`src/rtl/mips_pipe_pkg.sv`:
```
// Shared pipeline-register definitions: occupancy states and the NOP bubble.
package mips_pipe_pkg;

  typedef enum logic [1:0] {
    EMPTY = 2'd0,
    ONE   = 2'd1,
    TWO   = 2'd2
  } skid_state_t;

  localparam logic [31:0] NOP = 32'h0000_0000;

endpackage

```
`src/rtl/sat_counter.sv`:
```
// Width-parametrised saturating up-counter with enable and async reset.
module sat_counter #(
  parameter int W = 16
) (
  input  logic         clk,
  input  logic         reset,
  input  logic         en,
  output logic [W-1:0] cnt
);

  always_ff @(posedge clk or posedge reset) begin
    if (reset) begin
      cnt <= '0;
    end else if (en && (cnt != '1)) begin
      cnt <= cnt + 1'b1;
    end
  end

endmodule

```
`src/rtl/pipe_skid_stage.sv`:
```
// Pipeline register with optional two-entry skid buffer, flush and stall count.
import mips_pipe_pkg::*;

module pipe_skid_stage #(
  parameter int                 DATA_W = 64,
  parameter logic [DATA_W-1:0]  BUBBLE = DATA_W'(NOP),
  parameter int                 SKID   = 1,
  parameter int                 CNT_W  = 16
) (
  input  logic              clk,
  input  logic              reset,
  input  logic              flush,
  input  logic              in_valid,
  output logic              in_ready,
  input  logic [DATA_W-1:0] in_data,
  output logic              out_valid,
  input  logic              out_ready,
  output logic [DATA_W-1:0] out_data,
  output logic [CNT_W-1:0]  stall_cnt
);

  skid_state_t       state;
  logic              skid_valid;
  logic [DATA_W-1:0] skid_data;
  logic              in_xfer;
  logic              out_xfer;

  // Skid mode breaks the out_ready -> in_ready path
  assign in_ready = (SKID != 0) ? !skid_valid
                                : (!out_valid || out_ready);
  assign in_xfer  = in_valid && in_ready;
  assign out_xfer = out_valid && out_ready;

  always_ff @(posedge clk or posedge reset) begin
    if (reset) begin
      state      <= EMPTY;
      out_valid  <= 1'b0;
      out_data   <= BUBBLE;
      skid_valid <= 1'b0;
      skid_data  <= BUBBLE;
    end else if (flush) begin
      state      <= EMPTY;
      out_valid  <= 1'b0;
      out_data   <= BUBBLE;
      skid_valid <= 1'b0;
      skid_data  <= BUBBLE;
    end else begin
      unique case (state)
        EMPTY: begin
          if (in_xfer) begin
            state     <= ONE;
            out_valid <= 1'b1;
            out_data  <= in_data;
          end
        end
        ONE: begin
          if (in_xfer && out_xfer) begin
            out_data <= in_data;
          end else if (out_xfer) begin
            state     <= EMPTY;
            out_valid <= 1'b0;
            out_data  <= BUBBLE;
          end else if (in_xfer && (SKID != 0)) begin
            state      <= TWO;
            skid_valid <= 1'b1;
            skid_data  <= in_data;
          end
        end
        TWO: begin
          if (out_xfer) begin
            state      <= ONE;
            out_data   <= skid_data;
            skid_valid <= 1'b0;
            skid_data  <= BUBBLE;
          end
        end
        default: begin
          state      <= EMPTY;
          out_valid  <= 1'b0;
          out_data   <= BUBBLE;
          skid_valid <= 1'b0;
          skid_data  <= BUBBLE;
        end
      endcase
    end
  end

  sat_counter #(
    .W(CNT_W)
  ) u_stall_cnt (
    .clk  (clk),
    .reset(reset),
    .en   (out_valid && !out_ready),
    .cnt  (stall_cnt)
  );

endmodule

```
`config.mk`:
```
export PLATFORM = sky130hd
export DESIGN_NAME = pipe_skid_stage
export DESIGN_NICKNAME = d
export VERILOG_FILES = /design/src/rtl/mips_pipe_pkg.sv /design/src/rtl/sat_counter.sv /design/src/rtl/pipe_skid_stage.sv
export SDC_FILE = /design/constraint.sdc
export NUM_CORES = 1
export LEC_CHECK = 0
export CORE_AREA = 5 5 127 129
export DETAILED_ROUTE_END_ITERATION = 10
export DIE_AREA = 0 0 132 134
export PLACE_DENSITY = 0.83
export SETUP_SLACK_MARGIN = 0.05
export SYNTH_ARGS = -nofsm -noshare
export SYNTH_HDL_FRONTEND = slang
export SYNTH_HIERARCHICAL = 1
export SYNTH_SLANG_ARGS = --single-unit
export TNS_END_PERCENT = 10
```
`constraint.sdc`:
```
create_clock -name clk -period 4.26 [get_ports clk]
set_input_delay 0.852 -clock clk [delete_from_list [all_inputs] [get_ports clk]]
set_output_delay 0.852 -clock clk [all_outputs]
set_load 0.005 [all_outputs]
```
# Word-level counts from Yosys, hierarchy flattened
# Cells that the tools add are included.
# totals
register_bits	148
input_bits	69
out_inout_bits	82
wordCells	58
# classes
addsub	1
n_eq_ne	13
n_mux	26
n_reduce_logical	12
# ops
op	n
$mux 64	8
$pmux 64 s3	2
$ne 3x3->1 const B	6
$add 16x1->16 const B	1
$ne 16x16->1 const B	1
$mux 2	6
$ne 4x4->1 const B	2
$reduce_and 4->1	2
$mux 1	7
$pmux 1 s3	2
$pmux 2 s3	1
$logic_and 1x1->1	5
$reduce_and 5->1	1
$ne 2x2->1 const B	2
$reduce_and 3->1	1
$eq 2x1->1 const B	1
$eq 2x2->1 const B	1
$logic_not 1->1	2
$logic_not 2->1	1

# Logic depth before layout (Yosys ltp)
# Gate-level depths: netlist (run 1).
# logic_depth
depth_word	7
mapped_depth	7
depth_no_buf	5

# Cells and area by module
# Netlist (run 1), hierarchy kept.
# by_module_without_submodules
module	n_inst	cells_each	area_each_um2	seq_area_each_um2
pipe_skid_stage	1	401	5841.9	3303.2
sat_counter	1	71	805.8	400.4

# Least setup slack after synthesis (run 1)
# Ideal clock, no wire load.
# synth_path
kind	input to register
from	input port out_ready
to	register u_stall_cnt.cnt[14]
setup_time_ps	125
t_arrival_ps	1921
required_time_ps	4135
path_slack_ps	2214
path_stages	5
path_buffers	0
path_cell_list	nor2b_1 > and4_1 > nand3_1 > nor2_1 > mux2_2
# synth_between
elab_chain_cells	3
# synth_rtl
element	line_no	rtl
start, declared	pipe_skid_stage.sv:17	input logic out_ready,
$logic_not 1->1	pipe_skid_stage.sv:93	.en (out_valid && !out_ready),
$logic_and 1x1->1	pipe_skid_stage.sv:93	
$logic_and 1x1->1	sat_counter.sv:14	end else if (en && (cnt != '1)) begin
end signal, assigned	sat_counter.sv:15	cnt <= cnt + 1'b1;
end, declared	sat_counter.sv:8	output logic [W-1:0] cnt
# No other way between the ends.
# A chain may end at the register's enable or synchronous reset.

# Final worst setup path (run 1)
# layout_path
from	register state[1]
to	register out_data[40]
# layout_between
elab_chain_cells	3
elab_cells_between_ends	9
classes_between	eq/ne (5); mux (2); reduce/logical (2)
# layout_rtl
element	line_no	rtl
start, declared	pipe_skid_stage.sv:22	skid_state_t state;
start signal, assigned	pipe_skid_stage.sv:36	state <= EMPTY;
start signal, assigned	pipe_skid_stage.sv:42	state <= EMPTY;
start signal, assigned	pipe_skid_stage.sv:51	state <= ONE;
$eq 2x1->1, or another cell as far along	pipe_skid_stage.sv:48	unique case (state)
$ne 4x4->1 (no source line), or another cell as far along	--	
$reduce_and 3->1 (no source line) / $mux 64 (equally long branches)	--	
end signal, assigned	pipe_skid_stage.sv:53	out_data <= in_data;
end signal, assigned	pipe_skid_stage.sv:58	out_data <= in_data;
end signal, assigned	pipe_skid_stage.sv:72	out_data <= skid_data;
end, declared	pipe_skid_stage.sv:18	output logic [DATA_W-1:0] out_data,
# Several ways; a longest one is shown, not always the timed one.

==> run_results.csv, run 1 <==
group,metric,value,unit
status,status,"complete, no violations",
routing,vias_per_cell,5.92,
logic_synthesis,synth_common_cells,"dfrtp_1 (148), a22o_1 (64), a22oi_1 (64), o2bb2ai_2 (60), buf_2 (17)",
floorplan,ios,151,
clocking,cts_made_buffers,17,
logic_synthesis,synth_cells,472,
clocking,path_clk_slew,0.06,ns
layout,stdcell_area,8810,um^2
clocking,cts_resized,0,
layout,final_nets,677,
logic_synthesis,avgSynthCellArea,14.1,um^2
logic_synthesis,ys_types,45,
setup_path,r2r-start,"state[1]",
sta,slew_headroom,27.2,%
floorplan,die_w,132,um
setup_path,crit_arrival,3.24,ns
sta,finalMaxSlewViolations,0,
place,routabilityCongestion,0.788,
logic_synthesis,syn_nets,542,
routing,drc,0,
sta,final.setup.tns,0,ns
global_routing,grt_overflow,0,
logic_synthesis,yosys_warnings,6,
logic_synthesis,syn_area,6650,um^2
setup_path,start_kind,"register",
setup_path,slowest_stage,"nor2b_4",
clocking,cts_tree,"built",
power,max-vdd-ir-drop,0.300,mV
logic_synthesis,synth-seq-cells,148,
floorplan,std_cell_rows,45,
clocking,htreeDepth,4,
setup_path,timing.rr.end,"out_data[40]",
power,p_leak,3.82,nW
layout,drive_gt1_share,18.9,%
sta,hold_viol,0,
layout,syn2layout_area_growth,32.5,%
routing,ant_nets,0,
setup_path,worstPathRequired,4.60,ns
setup_path,path_max_fanout,36,
setup_path,crit_type,"register to register",
routing,firstDrtPassIters,5,
logic_synthesis,yosys.area.top_type_share,55.7,%
place,numPortBuffers,150,
global_routing,grt_pass1_wl,26.8,mm
sta,fmax,345,MHz
layout,diodes,0,
setup_path,critical_path.cell_chain,"nor2b_4 > buf_4 > o21ai_1 > a21oi_4 > buf_4 > o2bb2ai_1",
logic_synthesis,synth_edf_count,0,
setup_path,crit_path_frequent_cell,"buf_4",
hold_path,min_to,"out_data[27]",
logic_synthesis,yosysMostFrequentCell,"dfrtp_1",
sta,worst_slew_pin_slew,1.09,ns
logic_synthesis,async_flop_share,100,%
sta,setup_viol,0,
logic_synthesis,synth.area.top_cells,"dfrtp_1 (56%), o2bb2ai_2 (14%), a22o_1 (8.4%), a22oi_1 (7.2%), buf_12 (1.8%)",
clocking,cts-root-buf,"clkbuf_16",
setup_path,crit_family,"buffers and inverters",
clocking,holdBufCountCts,0,
global_routing,grt.total_usage,18.8,%
setup_path,r2r_cells,6,
routing,wire_per_inst,20.1,um
sta,finalCritPeriodShare,68.0,%
floorplan,die_y,134,um
setup_path,setup.worst_path.end_class,"register",
hold_path,hold_path.startpoint,"out_data[27]",
place,hpwlAfterDp,10.6,mm
floorplan,initial_core_util,44.6,%
power,powerDensity,444,nW/um^2
sta,fin_crit,2.90,ns
setup_path,r2r_setup_slack,1.36,ns
logic_synthesis,yosysTopAreaCell,"dfrtp_1",
clocking,cts_buffer_depth,2,
routing,first_iter_violations,357,
global_routing,grt_pass1_vias,5091,
hold_path,whs_path_depth,1,
place,placed_area,8190,um^2
logic_synthesis,synthFlopType,"dfrtp_1",
routing,drt_wl_total,16.2,mm
flow_run,max_cap_violations,0,
clocking,post_cts_buffers,0,
global_routing,antenna_found_initial,0,
clocking,clk_latency,0.42,ns
setup_path,path_buf_inv,2,
routing,num_vias,4783,
hold_path,hold_path.class,"register to register",
global_routing,grt_max_degree,65,
sta,skew,0.00710,ns
sta,rsz0062_at_grt,"false",
setup_path,max_stage_delay,0.73,ns
floorplan,design.core.area,14900,um^2
floorplan,dieArea,17700,um^2
logic_synthesis,seq_area_frac_synth,55.7,%
clocking,cts.sinks,148,
-- per-layer routing --
| metal | GRT usage, % | vias up | part of all wire (%) |
|---|---|---|---|
| met5 | 0 | - | 0 |
| met4 | 7.31 | 0 | 2.2 |
| met3 | 5.96 | 33 | 7.1 |
| met2 | 29.3 | 198 | 48 |
| met1 | 24.5 | 2424 | 43 |
| li1 | - | 2128 | - |
-- cell usage in the layout, fill, tap and decap left out, types with 5 or more instances in the layout --
cell             count
xnor2_1             11
clkbuf_16           17
a22o_1              64
clkinv_2             5
a22oi_1             64
nand2_1             12
buf_4                6
nand3_1              8
clkdlybuf4s50_1    150
dfrtp_1            148
a21oi_1              5
nand4_1              5
o2bb2ai_2           60
-- stage by stage --
stage               hold slack (ns)  total power [mW]  util (%)  instances  setup slack [ns]
floorplan                     0.473              2.04         -        472              1.77
CTS                           0.502              3.95      59.0        808              1.36
global placement              0.480              2.35      54.9        776              1.23
detailed placement            0.482              2.38      54.9        776              1.12
global route                  0.518              4.08      59.0        808              1.20
finish                        0.500              3.91      59.0        808              1.36
-- cell families (layout without fill, tap and decap cells) --
| group | count (synthesis) | after routing | share of synthesized area (%) |
|---|---|---|---|
| fa+ha+maj | 1 | 1 | 0.188 |
| compound gates | 208 | 208 | 31.5 |
| mux | 3 | 3 | 0.489 |
| buf+inv | 47 | 195 | 5.23 |
| xor+xnor | 11 | 11 | 1.45 |
| simple gates | 54 | 54 | 5.46 |
| flops | 148 | 148 | 55.7 |
-- power by group --
part	internal (mW)	leakage [nW]	switching, mW
Sequential	1.52	2.02	0.119
Combinational	0.359	1.50	0.351
Clock	0.976	0.299	0.582
Total	2.86	3.82	1.05
-- state kept, by name, indices dropped and copies added (netlist names) --
name             cells
skid_valid           1
out_valid            1
u_stall_cnt/cnt     16
state                2
out_data            64
skid_data           64
-- worst max path at each step --
stage / startpoint / endpoint / slack, ns / cells after the start
finish: state[1] / out_data[40] / 1.36 / 6
global route: state[1] / out_data[40] / 1.20 / 6
CTS: state[1] / out_data[40] / 1.36 / 6
detailed placement: out_ready / out_data[43] / 1.12 / 5
global placement: out_ready / skid_data[53] / 1.23 / 6
floorplan: reset / out_data[0] / 1.77 / 1
-- final cells by class --
class	instances	area, um^2
inverter	4	18.8
clock inverter	14	186
sequential	148	3700
multi-input combinational	277	2630
fill	1147	6110
timing repair buffer	159	1610
clock buffer	18	429
tap	188	235
(Power assumes the default switching activity.)
==> run 2: changes to the inputs <==
==> constraint.sdc (replaced) <==
create_clock -name clk -period 2.5 [get_ports clk]
set_input_delay 0.5 -clock clk [delete_from_list [all_inputs] [get_ports clk]]
set_output_delay 0.5 -clock clk [all_outputs]
set_load 0.005 [all_outputs]
==> run 2 against run 1 <==
  * First-iteration DRC count is 6.4% lower
  * Clock skew is 0.0024 ns higher
  * Sequential power is 70% higher
  * Global-route usage is 0.67 points higher
  * Final cell count is 0.87% higher
  * Worst hold slack worse by 0.0068 ns
  * Clock power is 64% higher
  * Via count is 1.4% higher
  * Register-to-register slack worse by 0.69 ns
  * Non-clock buffer count is 7 higher
  * Critical endpoint is now out_data[43]
  * Largest cell class unchanged
  * Largest power group unchanged
==> run_results.csv, run 2 (synthesis results as in run 1) <==
group,metric,value,unit
floorplan,ios,151,
setup_path,timing.rr.end,"out_data[43]",
hold_path,whs_path_depth,1,
power,seqPwrFrac,42.2,%
global_routing,met1_usage,25.4,%
floorplan,dieArea,17700,um^2
setup_path,r2r_cells,5,
setup_path,r2r-start,"out_valid",
clocking,path_clk_slew,0.06,ns
setup_path,r2r_setup_slack,0.67,ns
layout,syn2layout_area_growth,34.1,%
sta,hold_viol,0,
clocking,cts_buffer_depth,2,
clocking,cts.sinks,148,
global_routing,grt_pass1_wl,27.8,mm
clocking,cts_tree,"built",
global_routing,use_met3,5.06,%
hold_path,hold_path.startpoint,"out_data[42]",
sta,setup_viol,0,
clocking,htreeDepth,4,
sta,final.setup.tns,0,ns
layout,drive_gt1_share,19.6,%
global_routing,use_met2,31.0,%
setup_path,crit_type,"input pin to register",
power,power.share.clock,38.7,%
global_routing,antenna_found_initial,0,
routing,vias_per_cell,5.95,
power,powerDensity,743,nW/um^2
floorplan,std_cell_rows,45,
setup_path,crit_arrival,2.25,ns
sta,slew_headroom,60.5,%
floorplan,die_y,134,um
hold_path,min_to,"out_data[42]",
clocking,post_cts_buffers,0,
global_routing,grt_pass1_vias,5254,
routing,first_iter_violations,334,
place,placed_area,8320,um^2
setup_path,path_max_fanout,30,
layout,mostFrequentLayoutCells,"clkdlybuf4s50_1 (150), dfrtp_1 (148), a22o_1 (64), a22oi_1 (64), o2bb2ai_2 (60)",
layout,final_nets,684,
power,p_leak,3.87,nW
power,max-vdd-ir-drop,0.575,mV
global_routing,grt.busiest_layer,"met2",
global_routing,grt.total_usage,19.4,%
clocking,holdBufCountCts,0,
global_routing,grt_max_degree,70,
layout,stdcell_area,8910,um^2
floorplan,initial_core_util,44.6,%
place,numPortBuffers,150,
setup_path,worstPathRequired,2.79,ns
routing,drt_wl_total,16.7,mm
layout,diodes,0,
status,status,"complete, no violations",
sta,worst_slew_pin_slew,0.592,ns
sta,fin_crit,1.97,ns
sta,timing.hold.ws,0.493,ns
power,power_switching,1.81,mW
setup_path,setup.worst_path.end_class,"register",
floorplan,design.core.area,14900,um^2
clocking,cts-root-buf,"clkbuf_16",
flow_run,max_cap_violations,0,
clocking,cts_resized,0,
sta,rsz0062_at_grt,"false",
routing,ant_nets,0,
power,intPower,4.81,mW
place,routabilityCongestion,0.800,
clocking,cts_made_buffers,17,
layout,final_util,59.7,%
routing,firstDrtPassIters,5,
setup_path,start_kind,"input pin",
power,p_sw_share,27.3,%
routing,num_vias,4852,
routing,drc,0,
sta,fmax,509,MHz
hold_path,hold_path.class,"register to register",
floorplan,die_w,132,um
global_routing,grt_overflow,0,
place,hpwlAfterDp,10.9,mm
sta,finalCritPeriodShare,78.6,%
routing,wire_per_inst,20.5,um
sta,finalMaxSlewViolations,0,
sta,skew,0.00945,ns
clocking,clk_latency,0.42,ns
power,power_frac_comb,19.1,%
layout,reg_top3,"out_data: 64 flops, skid_data: 64 flops, u_stall_cnt/cnt: 16 flops",
layout,mostFrequentLayoutCell,"clkdlybuf4s50_1",
[run 2: critical path: stages]
cell and delay (ns):
clkdlybuf4s50_1 0.48, and2_1 0.28, a22oi_2 0.21, a21o_4 0.16, buf_4 0.45, o2bb2ai_1 0.14
[run 2: routing by layer]
layer | part of all wire [%] | routed length [um]
met1 | 44 | 7280
met2 | 48 | 8020
met3 | 6.2 | 1030
met4 | 2.2 | 371
met5 | 0 | 0
[run 2: worst max path at each step]
stage,startpoint,endpoint,slack [ns],depth (start not counted)
finish,out_ready,out_data[43],0.53,6
global route,out_ready,out_data[43],0.43,6
CTS,skid_valid,in_ready,0.53,2
detailed placement,out_ready,out_data[43],0.1,6
global placement,out_ready,out_data[43],0.17,6
floorplan,reset,out_data[0],0.36,1
[run 2: through the flow]
| step | cells | power, mW | setup slack, ns |
|---|---|---|---|
| 6_report | 815 | 6.62 | 0.534 |
| 5_1_grt | 815 | 6.92 | 0.430 |
| 4_1_cts | 815 | 6.69 | 0.531 |
| 3_5_place_dp | 783 | 4.11 | 0.0954 |
| 3_3_place_gp | 783 | 4.06 | 0.165 |
| 2_1_floorplan | 472 | 3.48 | 0.363 |
[run 2: area by class of cell]
class | count | area (um^2)
inverters | 4 | 18.8
repair buffers | 166 | 1730
fillers | 1112 | 6010
well taps | 188 | 235
clock inverters | 13 | 160
clock buffers | 19 | 433
multi-input cells | 277 | 2630
flip-flops and latches | 148 | 3700
[run 2: power by group through the flow]
stage | logic, mW | registers (mW) | clock network, mW
after global placement | 1.24 | 2.82 | 0
final | 1.27 | 2.79 | 2.56
after global routing | 1.37 | 2.82 | 2.73
after floorplan | 0.690 | 2.79 | 0
after CTS | 1.28 | 2.79 | 2.62
after detailed placement | 1.28 | 2.83 | 0
==> run 3: changes to the inputs <==
==> constraint.sdc (replaced) <==
create_clock -name clk -period 1.63 [get_ports clk]
set_input_delay 0.326 -clock clk [delete_from_list [all_inputs] [get_ports clk]]
set_output_delay 0.326 -clock clk [all_outputs]
set_load 0.005 [all_outputs]
==> run 3 against run 2 <==
  * Core utilization up 2.6 points
  * Final area rose by 4.4%
  * Non-clock buffer count rose by 39
  * Combinational power rose by 83%
  * Critical path depth up 1
  * Critical endpoint is now out_data[49]
  * The flow now finishes with violations (negative setup slack)
  * Die area did not move
  * Sequential share of layout area fell by 1.7 points
  * Highest routed layer unchanged
  * Sequential cell count stayed put
  * Count of clock-buffer cells in the layout is 2 higher
  * Worst setup slack got worse by 0.62 ns
==> run_results.csv, run 3 (synthesis results as in run 1) <==
group,metric,value,unit
status,status,"complete, but fails checks",
status,violations,"negative setup slack",
sta,slew_headroom,73.1,%
layout,instances_no_fill,854,
setup_path,path_max_fanout,9,
sta,fin_crit,1.72,ns
sta,finalMaxSlewViolations,0,
hold_path,hold_path.class,"input pin to async pin",
sta,finalCritPeriodShare,105,%
global_routing,grt_max_degree,73,
floorplan,dieArea,17700,um^2
clocking,cts_tree,"built",
floorplan,initial_core_util,44.6,%
floorplan,die_w,132,um
layout,drive_gt1_share,26.4,%
floorplan,std_cell_rows,45,
routing,wire_per_inst,21.4,um
layout,multi_input_area,2670,um^2
global_routing,grt.total_usage,19.7,%
power,seqPwrFrac,39.8,%
clocking,cts_buffer_depth,2,
sta,rsz0062_at_grt,"true",
sta,timing.hold.ws,0.342,ns
setup_path,crit_arrival,2.06,ns
global_routing,grt_pass1_vias,5411,
floorplan,ios,151,
layout,reg_top3,"out_data: 64 flops, skid_data: 64 flops, u_stall_cnt/cnt: 16 flops",
power,max-vdd-ir-drop,0.741,mV
setup_path,setup.worst_path.end_class,"register",
place,placed_cells,797,
routing,drt_wl_total,18.2,mm
global_routing,antenna_found_initial,0,
layout,diodes,0,
routing,firstDrtPassIters,5,
layout,final_nets,723,
layout,syn2layout_area_growth,40.0,%
sta,fmax,582,MHz
global_routing,grt_pass1_wl,28.3,mm
layout,mostFrequentLayoutCell,"dfrtp_1",
sta,worst_slew_pin_slew,0.404,ns
clocking,htreeDepth,4,
flow_run,max_cap_violations,0,
power,total_power,10.6,mW
routing,num_vias,5103,
power,power_frac_comb,22.0,%
sta,hold_viol,0,
layout,stdcell_area,9310,um^2
clocking,cts_made_buffers,17,
layout,mostFrequentLayoutCells,"dfrtp_1 (142), dlygate4sd2_1 (81), clkdlybuf4s50_1 (68)",
clocking,clk_latency,0.42,ns
layout,regArea,3710,um^2
floorplan,design.core.area,14900,um^2
setup_path,start_kind,"register",
place,placed_area,8460,um^2
routing,drc,0,
routing,ant_nets,0,
setup_path,worstPathRequired,1.97,ns
power,p_sw_share,27.8,%
routing,vias_per_cell,5.98,
sta,setup_viol,65,
clocking,cts-root-buf,"clkbuf_16",
power,power_switching,2.94,mW
place,numPortBuffers,150,
sta,setup_ws,-0.0896,ns
routing,first_iter_violations,379,
floorplan,die_y,134,um
power,powerDensity,1140,nW/um^2
place,dp_slack,-0.376,ns
power,power.share.clock,38.2,%
global_routing,grt_overflow,0,
sta,skew,0.00732,ns
sta,final.setup.tns,-3.76,ns
power,p_leak,4.46,nW
place,routabilityCongestion,0.821,
layout,final_util,62.4,%
setup_path,crit_type,"register to register",
clocking,holdBufCountCts,0,
clocking,path_clk_slew,0.06,ns
clocking,cts.sinks,148,
place,hpwlAfterDp,11.0,mm
power,intPower,7.64,mW
layout,fill_cells,1124,
-- run 3: timing repair --
action / in CTS / in global routing
pin swaps: 32 / 34
setup endpoints to repair: 183 / 140
gates resized for setup: 94 / 9
buffers inserted: 16 / 3
hold endpoints to repair: 0 / 0
cloned: 0 / 6
-- run 3: routing by layer --
| layer | part of all wire, % | vias up | track usage, % |
|---|---|---|---|
| met5 | 0 | - | 0 |
| met4 | 2.5 | 0 | 8.29 |
| met2 | 49 | 204 | 31.5 |
| li1 | - | 2233 | - |
| met1 | 43 | 2621 | 25.6 |
| met3 | 5.8 | 45 | 5.06 |
-- run 3: area by class of cell --
cell class	count	share of cell area, %
multi-input combinational	277	28.6
clock buffer	21	4.95
inverter	4	0.202
sequential	148	39.9
timing repair buffer	205	22.2
tap	188	2.53
clock inverter	11	1.60
-- run 3: final timing paths --
path | start | to | slack [ns] | cells after the start
max | skid_valid | out_data[49] | -0.09 | 7
min reg2reg | out_data[42] | out_data[42] | 0.49 | 1
min | reset | u_stall_cnt/cnt[10] | 0.34 | 3
max reg2reg | skid_valid | out_data[49] | -0.09 | 7
min in group clk | out_data[42] | out_data[42] | 0.49 | 1
max in group asynchronous | reset | skid_data[42] | 0.84 | 3
-- run 3: worst max-delay path, stage by stage (launching register included) --
cell       delay, ns
dfrtp_2         0.41
buf_6           0.13
nand4b_1        0.30
a21oi_4         0.24
buf_12          0.17
clkbuf_16       0.17
a22oi_1         0.08
o2bb2ai_2       0.14
-- run 3: power groups by stage --
stage | clock, mW | combinational, mW | sequential [mW]
after floorplan | 0 | 1.06 | 4.28
after global placement | 0 | 2.02 | 4.29
after detailed placement | 0 | 2.09 | 4.31
after CTS | 4.11 | 2.12 | 4.21
after global routing | 4.28 | 2.49 | 4.25
final | 4.04 | 2.33 | 4.21
